File: src/rtl/loader_pkg.sv
// loader_pkg: shared constants and state encoding for the boot-time memory loader.
// The checksum state is only reachable when LOADER_CHECKSUM_EN is defined.
package loader_pkg;

  localparam int WORD_SIZE_DEFAULT = 20;
  localparam int MEM_SIZE_DEFAULT  = 4096;
  localparam int BYTES_PER_WORD    = 3;
  localparam int INDEX_W           = 16;

  typedef enum logic [3:0] {
    ST_LEN_HI,
    ST_LEN_LO,
    ST_B0,
    ST_B1,
    ST_B2,
    ST_WRITE,
    ST_CHECK,
    ST_DONE,
    ST_ERROR
  } state_t;

  // States in which the loader is willing to take a byte from the receiver.
  function automatic logic accepts_byte(input state_t s);
    return (s == ST_LEN_HI) || (s == ST_LEN_LO) || (s == ST_B0) ||
           (s == ST_B1) || (s == ST_B2) || (s == ST_CHECK);
  endfunction

endpackage

File: src/rtl/word_assembler.sv
// word_assembler: collects the three bytes of a memory word, most significant first.
// Only the low 12 bits of history are kept: after B0 and B1 that is {B0[3:0], B1},
// so the discarded B0 high nibble simply falls off the top of the register.
// word presents the finished word assuming byte_in is the final byte (B2), which lets
// the loader register the write data on the same edge that accepts B2.
module word_assembler
  import loader_pkg::*;
(
  input  logic        clk,
  input  logic        reset,
  input  logic        clear,
  input  logic        byte_valid,
  input  logic [7:0]  byte_in,
  output logic [19:0] word,
  output logic [1:0]  count
);

  logic [11:0] shift_reg;
  logic [1:0]  count_reg;

  // Shift accepted bytes in and track how many of the current word have arrived.
  always_ff @(posedge clk) begin
    if (reset || clear) begin
      shift_reg <= '0;
      count_reg <= '0;
    end else if (byte_valid) begin
      shift_reg <= {shift_reg[3:0], byte_in};
      count_reg <= count_reg + 2'd1;
    end
  end

  assign word  = {shift_reg, byte_in};
  assign count = count_reg;

endmodule

File: src/rtl/memory_loader.sv
// memory_loader: boot loader that turns a framed byte stream into sequential memory
// writes from address 0, holding the processor in reset until the image is complete.
// Frame: LEN_HI, LEN_LO, then N words of 3 bytes, then an optional checksum byte.
// Optional feature macro: LOADER_CHECKSUM_EN (adds the trailing checksum byte check).
module memory_loader
  import loader_pkg::*;
#(
  parameter int WORD_SIZE = WORD_SIZE_DEFAULT,
  parameter int MEM_SIZE  = MEM_SIZE_DEFAULT
) (
  input  logic                 clk,
  input  logic                 reset,
  input  logic [7:0]           rx_data_i,
  input  logic                 rx_valid_i,
  output logic                 rx_ready_o,
  output logic [WORD_SIZE-1:0] addr_o,
  output logic [WORD_SIZE-1:0] value_o,
  output logic                 write_o,
  output logic                 cpu_reset_o,
  output logic                 done_o,
  output logic                 error_o
);

  state_t               state_reg;
  logic [7:0]           len_hi_reg;
  logic [INDEX_W-1:0]   len_reg;
  logic [INDEX_W-1:0]   index_reg;
  logic [INDEX_W-1:0]   index_next;
  logic [WORD_SIZE-1:0] addr_reg;
  logic [WORD_SIZE-1:0] value_reg;
  logic                 write_reg;
  logic                 cpu_reset_reg;
  logic                 done_reg;
  logic                 error_reg;

  logic                 accept;
  logic                 word_byte;
  logic [INDEX_W-1:0]   length_word;
  logic                 length_bad;
  logic [19:0]          asm_word;
  logic [1:0]           asm_count;

`ifdef LOADER_CHECKSUM_EN
  logic [7:0]           csum_reg;
  logic [7:0]           csum_total;
  assign csum_total = csum_reg + rx_data_i;
`endif

  // Ready depends on state only, so rx_valid_i never feeds back into rx_ready_o.
  assign rx_ready_o  = accepts_byte(state_reg);
  assign accept      = rx_valid_i && rx_ready_o;
  assign word_byte   = accept && ((state_reg == ST_B0) || (state_reg == ST_B1) ||
                                  (state_reg == ST_B2));
  assign length_word = {len_hi_reg, rx_data_i};
  assign length_bad  = (length_word == '0) || (32'(length_word) > 32'(MEM_SIZE));
  assign index_next  = index_reg + 16'd1;

  word_assembler u_word_assembler (
    .clk        (clk),
    .reset      (reset),
    .clear      (state_reg == ST_WRITE),
    .byte_valid (word_byte),
    .byte_in    (rx_data_i),
    .word       (asm_word),
    .count      (asm_count)
  );

  // Frame FSM with word index, checksum and all registered outputs.
  always_ff @(posedge clk) begin
    if (reset) begin
      state_reg     <= ST_LEN_HI;
      len_hi_reg    <= '0;
      len_reg       <= '0;
      index_reg     <= '0;
      addr_reg      <= '0;
      value_reg     <= '0;
      write_reg     <= 1'b0;
      cpu_reset_reg <= 1'b1;
      done_reg      <= 1'b0;
      error_reg     <= 1'b0;
`ifdef LOADER_CHECKSUM_EN
      csum_reg      <= '0;
`endif
    end else begin
      write_reg <= 1'b0;
      case (state_reg)
        ST_LEN_HI: begin
          if (accept) begin
            len_hi_reg <= rx_data_i;
            state_reg  <= ST_LEN_LO;
          end
        end
        ST_LEN_LO: begin
          if (accept) begin
            if (length_bad) begin
              state_reg <= ST_ERROR;
              error_reg <= 1'b1;
            end else begin
              len_reg   <= length_word;
              state_reg <= ST_B0;
            end
          end
        end
        ST_B0, ST_B1, ST_B2: begin
          if (accept) begin
`ifdef LOADER_CHECKSUM_EN
            csum_reg <= csum_total;
`endif
            if (asm_count == 2'(BYTES_PER_WORD - 1)) begin
              // Final byte of the word: present the write during the WRITE cycle.
              state_reg <= ST_WRITE;
              write_reg <= 1'b1;
              addr_reg  <= WORD_SIZE'(index_reg);
              value_reg <= WORD_SIZE'(asm_word);
            end else if (state_reg == ST_B0) begin
              state_reg <= ST_B1;
            end else begin
              state_reg <= ST_B2;
            end
          end
        end
        ST_WRITE: begin
          index_reg <= index_next;
          if (index_next == len_reg) begin
`ifdef LOADER_CHECKSUM_EN
            state_reg     <= ST_CHECK;
`else
            state_reg     <= ST_DONE;
            done_reg      <= 1'b1;
            cpu_reset_reg <= 1'b0;
`endif
          end else begin
            state_reg <= ST_B0;
          end
        end
`ifdef LOADER_CHECKSUM_EN
        ST_CHECK: begin
          if (accept) begin
            if (csum_total == 8'd0) begin
              state_reg     <= ST_DONE;
              done_reg      <= 1'b1;
              cpu_reset_reg <= 1'b0;
            end else begin
              state_reg <= ST_ERROR;
              error_reg <= 1'b1;
            end
          end
        end
`endif
        default: begin
          // DONE and ERROR hold until reset.
        end
      endcase
    end
  end

  assign addr_o      = addr_reg;
  assign value_o     = value_reg;
  assign write_o     = write_reg;
  assign cpu_reset_o = cpu_reset_reg;
  assign done_o      = done_reg;
  assign error_o     = error_reg;

endmodule
File: config.mk
export PLATFORM = sky130hd
export DESIGN_NAME = memory_loader
export DESIGN_NICKNAME = d
export VERILOG_FILES = /design/src/rtl/loader_pkg.sv /design/src/rtl/word_assembler.sv /design/src/rtl/memory_loader.sv
export SDC_FILE = /design/constraint.sdc
export NUM_CORES = 1
export LEC_CHECK = 0
export BUFFER_PORTS_ARGS = -buffer_cell sky130_fd_sc_hd__buf_2
export CORE_AREA = 3 3 93 95
export CTS_CLUSTER_DIAMETER = 100
export DETAILED_ROUTE_END_ITERATION = 12
export DIE_AREA = 0 0 96 98
export PLACE_DENSITY = 0.75
export SETUP_SLACK_MARGIN = 0.05
export SLEW_MARGIN = 20
export SYNTH_ARGS = -nofsm -noshare
export SYNTH_HDL_FRONTEND = slang
export SYNTH_SLANG_ARGS = --single-unit
File: constraint.sdc
create_clock -name clk -period 4.6 [get_ports clk]
set_input_delay 0.69 -clock clk [delete_from_list [all_inputs] [get_ports clk]]
set_output_delay 0.69 -clock clk [all_outputs]
set_load 0.005 [all_outputs]
### Word level (Yosys, flattened, before mapping)

Index checks and enable logic that the tools add are counted.

* register bits: 98
* output and inout bits: 45
* bits of input ports: 11
* logic and storage cells: 60

* add/sub/neg operators: 2
* bitwise logic cells: 3
* equal/unequal tests: 11
* multiplexer cells: 9
* $lt $le $gt $ge: 1
* reduce and logical (&&, ||, !) cells: 22

Operators with widths (number)
* $add 16x1->16 const B: 1
* $eq 16x16->1: 1
* $gt 16x13->1 const B: 1
* $logic_not 16->1: 1
* $mux 4: 4
* $pmux 4 s4: 1
* $eq 4x3->1 const B: 3
* $logic_or 1x1->1: 9
* $mux 3: 3
* $reduce_and 3->1: 3
* $eq 4x2->1 const B: 2
* $ne 2x2->1 const B: 3
* $reduce_or 3->1: 2
* $eq 4x1->1 const B: 1
* $logic_not 4->1: 1
* $reduce_and 2->1: 2
* $reduce_and 4->1: 1
* $reduce_bool 4->1: 1
* $not 1->1: 3
* $add 2x1->2 const B: 1
* $eq 2x2->1 const B: 1
* $logic_and 1x1->1: 2
* $mux 1: 1

### Longest topological paths before layout

* depth after elaboration: 9
* gate-level depth with buffers: 9
* mapped depth without buffers: 8

### Modules after synthesis

Synthesis repeated with hierarchy kept, for this count alone.

* cell total of the unflattened synthesis: 521
* area, all modules: 4394.2 µm²

Modules (own cells, without submodules)
* memory_loader: seq. area each 1681.6 µm², cells each 465, area an instance 3799.9 µm², times used 1
* word_assembler: seq. area each 280.3 µm², cells each 56, area an instance 594.3 µm², times used 1

### Worst setup path after synthesis

Ideal clock, no wire load.

* path kind: in2reg
* start point: input rx_data_i[1]
* end point: register len_reg[10]
* setup time: 0.128 ns
* required time: 4.472 ns
* setup slack: 2.353 ns
* stages: 7
* arrival: 2.120 ns
* path buffers: 1
* path through: nor4_1 -> a31oi_1 -> nand3b_1 -> nor2_1 -> buf_4 -> mux2i_1 -> nor2_1

* cells in the longest elaborated chain, start to end: 4
* elaborated cells between the ends (all ways): 5
* classes of those cells: order compare (1); bitwise (1); reduce/logical (3)

RTL lines
* start, declared: RTL line memory_loader.sv:13 `input logic [7:0] rx_data_i,`
* $gt 16x13->1 or $logic_not 16->1 (tied branches): RTL line memory_loader.sv:55 `assign length_bad = (length_word == '0) || (32'(length_word) > 32'(MEM_SIZE));`
* $logic_or 1x1->1 *: RTL line memory_loader.sv:55
* $not 1->1 (no source line) *
* $reduce_and 3->1 (no source line) *
* end signal, assigned: RTL line memory_loader.sv:99 `len_reg <= length_word;`
* end, declared: RTL line memory_loader.sv:26 `logic [INDEX_W-1:0] len_reg;`

Mark *: on every way between the ends. The rest lies on a longest branch, timed or not.
A chain may end at the register's enable or synchronous reset.

### Final worst setup path

* start point: register index_reg[0]
* end point: register cpu_reset_reg, in the netlist cpu_reset_o

* cells in the longest elaborated chain, start to end: 3

RTL lines
* start, declared: RTL line memory_loader.sv:27 `logic [INDEX_W-1:0] index_reg;`
* start signal, assigned: RTL line memory_loader.sv:123 `index_reg <= index_next;`
* $add 16x1->16: RTL line memory_loader.sv:56 `assign index_next = index_reg + 16'd1;`
* $eq 16x16->1: RTL line memory_loader.sv:124 `if (index_next == len_reg) begin`
* $reduce_and 2->1 (no source line)
* end signal, assigned: RTL line memory_loader.sv:78 `cpu_reset_reg <= 1'b1;`
* end signal, assigned: RTL line memory_loader.sv:130 `cpu_reset_reg <= 1'b0;`
* end, declared: RTL line memory_loader.sv:32 `logic cpu_reset_reg;`

Every way passes these cells.

==> flow_summary.yaml <==
timing:
  finalClockSkew_ps: 16.3
  setup_violations: 0
  fmax_ghz: 0.365
  grt_setup_unrepaired: "false"
  tightest_slew_ps: 892
  drv_slew: 0
  period_minus_slack_ps: 2740
  tns_ps: 0
  postLayoutSetupSlackWorst_ps: 1860
  slew_headroom_pct: 40.6
  hold_viol_final: 0
  period_share_pct: 59.5
hold_path:
  hp-class: "flip-flop to flip-flop"
floorplan:
  std_cell_rows: 32
  pin_count: 56
  dieWidth_microns: 96
  initial_core_util_pct: 55.2
  core_sq_um: 7810
  dieArea_sq_um: 9410
  chipHeight_microns: 98
power_and_ir_drop:
  clkPwrFrac_pct: 38.3
  cellInternalPower_mw: 1.16
  power_frac_comb_pct: 5.6
  sw_frac_of_total_pct: 25.5
  power_switching_mw: 0.395
  vdd_drop_max_uv: 201
  sequentialPowerShare_pct: 56.2
  power.density_nw_per_um2: 325
  leakage_nw: 1.78
status:
  status: "completed"
clock_tree:
  cts_tree: "yes"
  clockBufferDepth: 2
  cts.sinks: 98
  hold_buffers: 0
  cts_setup_buffers: 0
  cts_buffers: 9
  insertion_delay_ps: 380
  cts_root_buf: "clkbuf_8"
  cts_resized: 0
  path_clk_slew_ps: 110
  htree_levels: 3
critical_path:
  start_kind: "flip-flop"
  crit_type: "flip-flop to flip-flop"
  path_buf_inv: 0
  crit_path_top_delay_cell: "or4_4"
  crit_family: "simple AND/OR/NAND/NOR gates"
  max_stage_delay_ps: 560
  crit_fanout: 14
  worstPathArrival_ps: 3020
  end_kind: "flip-flop"
  crit_chain: "ha_1 -> nand3_1 -> nor3_1 -> or4_4 -> nor4_1 -> nand4_1 -> a21o_1"
  crit_required_ps: 4880
drt:
  wirelength_microns: 9510
  drc: 0
  routedWlPerCell_microns: 14.4
  first_iter_violations: 190
  firstDrtPassIters: 5
  viasPerCell: 5.57
  wl_met2_microns: 4480
  top_layer: "met4"
  vias: 3679
  ant_nets: 0
  wl_met3_microns: 579
  wl_met1_microns: 4370
place:
  place_ws_ps: 1670
  dpl.hpwl_microns: 6830
  place_area_sq_um: 4550
  gp_congestion: 0.916
  port_buffers: 51
  numPlacedInstances: 645
finish:
  fin_util_pct: 61.1
  diodes: 0
  largest_reg_flops: 20
  drive_above_1_share_pct: 15.2
  stdcell_count: 661
  nFillCells: 698
  fin_area_sq_um: 4770
  fin_nets: 567
  synthToLayoutAreaGrowth_pct: 10.6
  final_common_cell: "nand2_1"
  layout_common_cells: "nand2_1 (102), dfxtp_1 (98), a21oi_1 (65)"
global_routing:
  grt_max_degree: 50
  grt_pass1_vias: 3382
  antenna_found_initial: 0
  grt.total_usage_pct: 21.0
  grt_pass1_wl_microns: 15900
  gr-total-overflow: 0
yosys:
  synthArstFlopShare_pct: 0
  synth_top_cell_area_share_pct: 45.5
  synthTopCellsByArea: "dfxtp_1 (46%), nand2_1 (9.0%), a21oi_1 (7.5%)"
  ys_ff_latch: 98
  netlist_area_sq_um: 4310
  synthMuxAreaShare_pct: 4.88
  synth-simple-area-share_pct: 24.3
  synth_top_family_by_area: "simple AND/OR/NAND/NOR gates"
  synth-edff-count: 0
  ys_warn_count: 0
  synthFlopType: "dfxtp_1"
  ys_seq_area_share_pct: 45.5
  avgSynthCellArea_sq_um: 8.23
  yosys.area_share.adder_pct: 0.580
  synth_cell_types: 51
  synth_compound_area_share_pct: 13.6
  synthCells: 524
  yosysTopAreaCell: "dfxtp_1"
  synth-xor-area-share_pct: 6.09
flow_run:
  maxCapViolCount: 0
cell usage after synthesis, types with 2 or more instances:
master,number
or4_4,2
and2_1,5
clkbuf_1,20
ha_1,2
o21ai_0,13
or3_1,8
mux2i_1,21
nand3_1,15
nor2b_1,4
nand4_1,5
buf_2,12
nor2_1,46
nand4_2,2
dfxtp_1,98
inv_1,11
xor2_1,8
a21oi_1,65
or2_2,3
nand2_1,103
a211oi_2,2
buf_4,5
a31oi_1,2
xnor2_1,22
nor4_1,8
nor3_1,10
or4_1,2
nand3b_1,2
o21a_1,3
or2_1,2
o211ai_1,2
worst paths after layout:
path	from	slack [ps]	depth (start not counted)	to
max reg2reg	index_reg[0]	1860	7	cpu_reset_o
min reg2reg	u_word_assembler.shift_reg[7]	460	2	value_o[15]
max	index_reg[0]	1860	7	cpu_reset_o
min	u_word_assembler.shift_reg[7]	460	2	value_o[15]
through the flow:
step	total power, mW	hold slack, ps
2_1_floorplan	0.951	432
3_3_place_gp	0.972	431
3_5_place_dp	0.974	439
4_1_cts	1.56	460
5_1_grt	1.61	474
6_report	1.55	457
kinds of logic after synthesis:
group                      after synthesis
DFF                                     98
other                                    1
buffers and inverters                   48
and+or+nand+nor                        223
AOI/OAI and AO/OA                      101
muxes                                   21
xor gates and xnor gates                30
adders and majority gates                2
layer usage:
metal / vias up / track usage [%]
li1: 1826 / -
met4: 0 / 4.70
met1: 1715 / 27.8
met2: 130 / 34.5
met5: - / 0
met3: 8 / 5.24
worst register-to-register path, cell delays in order (launching register included):
cell and delay, ps:
dfxtp_1 400, ha_1 290, nand3_1 370, nor3_1 130, or4_4 560, nor4_1 270
nand4_1 350, a21o_1 280
power by group through the flow:
stage	clock network, mW	registers, mW	logic, mW
final	0.594	0.871	0.0861
after global routing	0.642	0.872	0.0959
after CTS	0.602	0.870	0.0851
after detailed placement	0	0.890	0.0844
after global placement	0	0.889	0.0824
after floorplan	0	0.884	0.0668
area by class of cell:
type	count	area [sq um]	share of cell area (%)
Multi-Input combinational cell	381	2150	45.1
Sequential cell	98	1960	41.1
Timing Repair Buffer	53	270	5.67
Tap cell	102	128	2.68
Clock buffer	9	124	2.60
Clock inverter	7	92.6	1.94
Inverter	11	41.3	0.866
(Power assumes the default switching activity.)
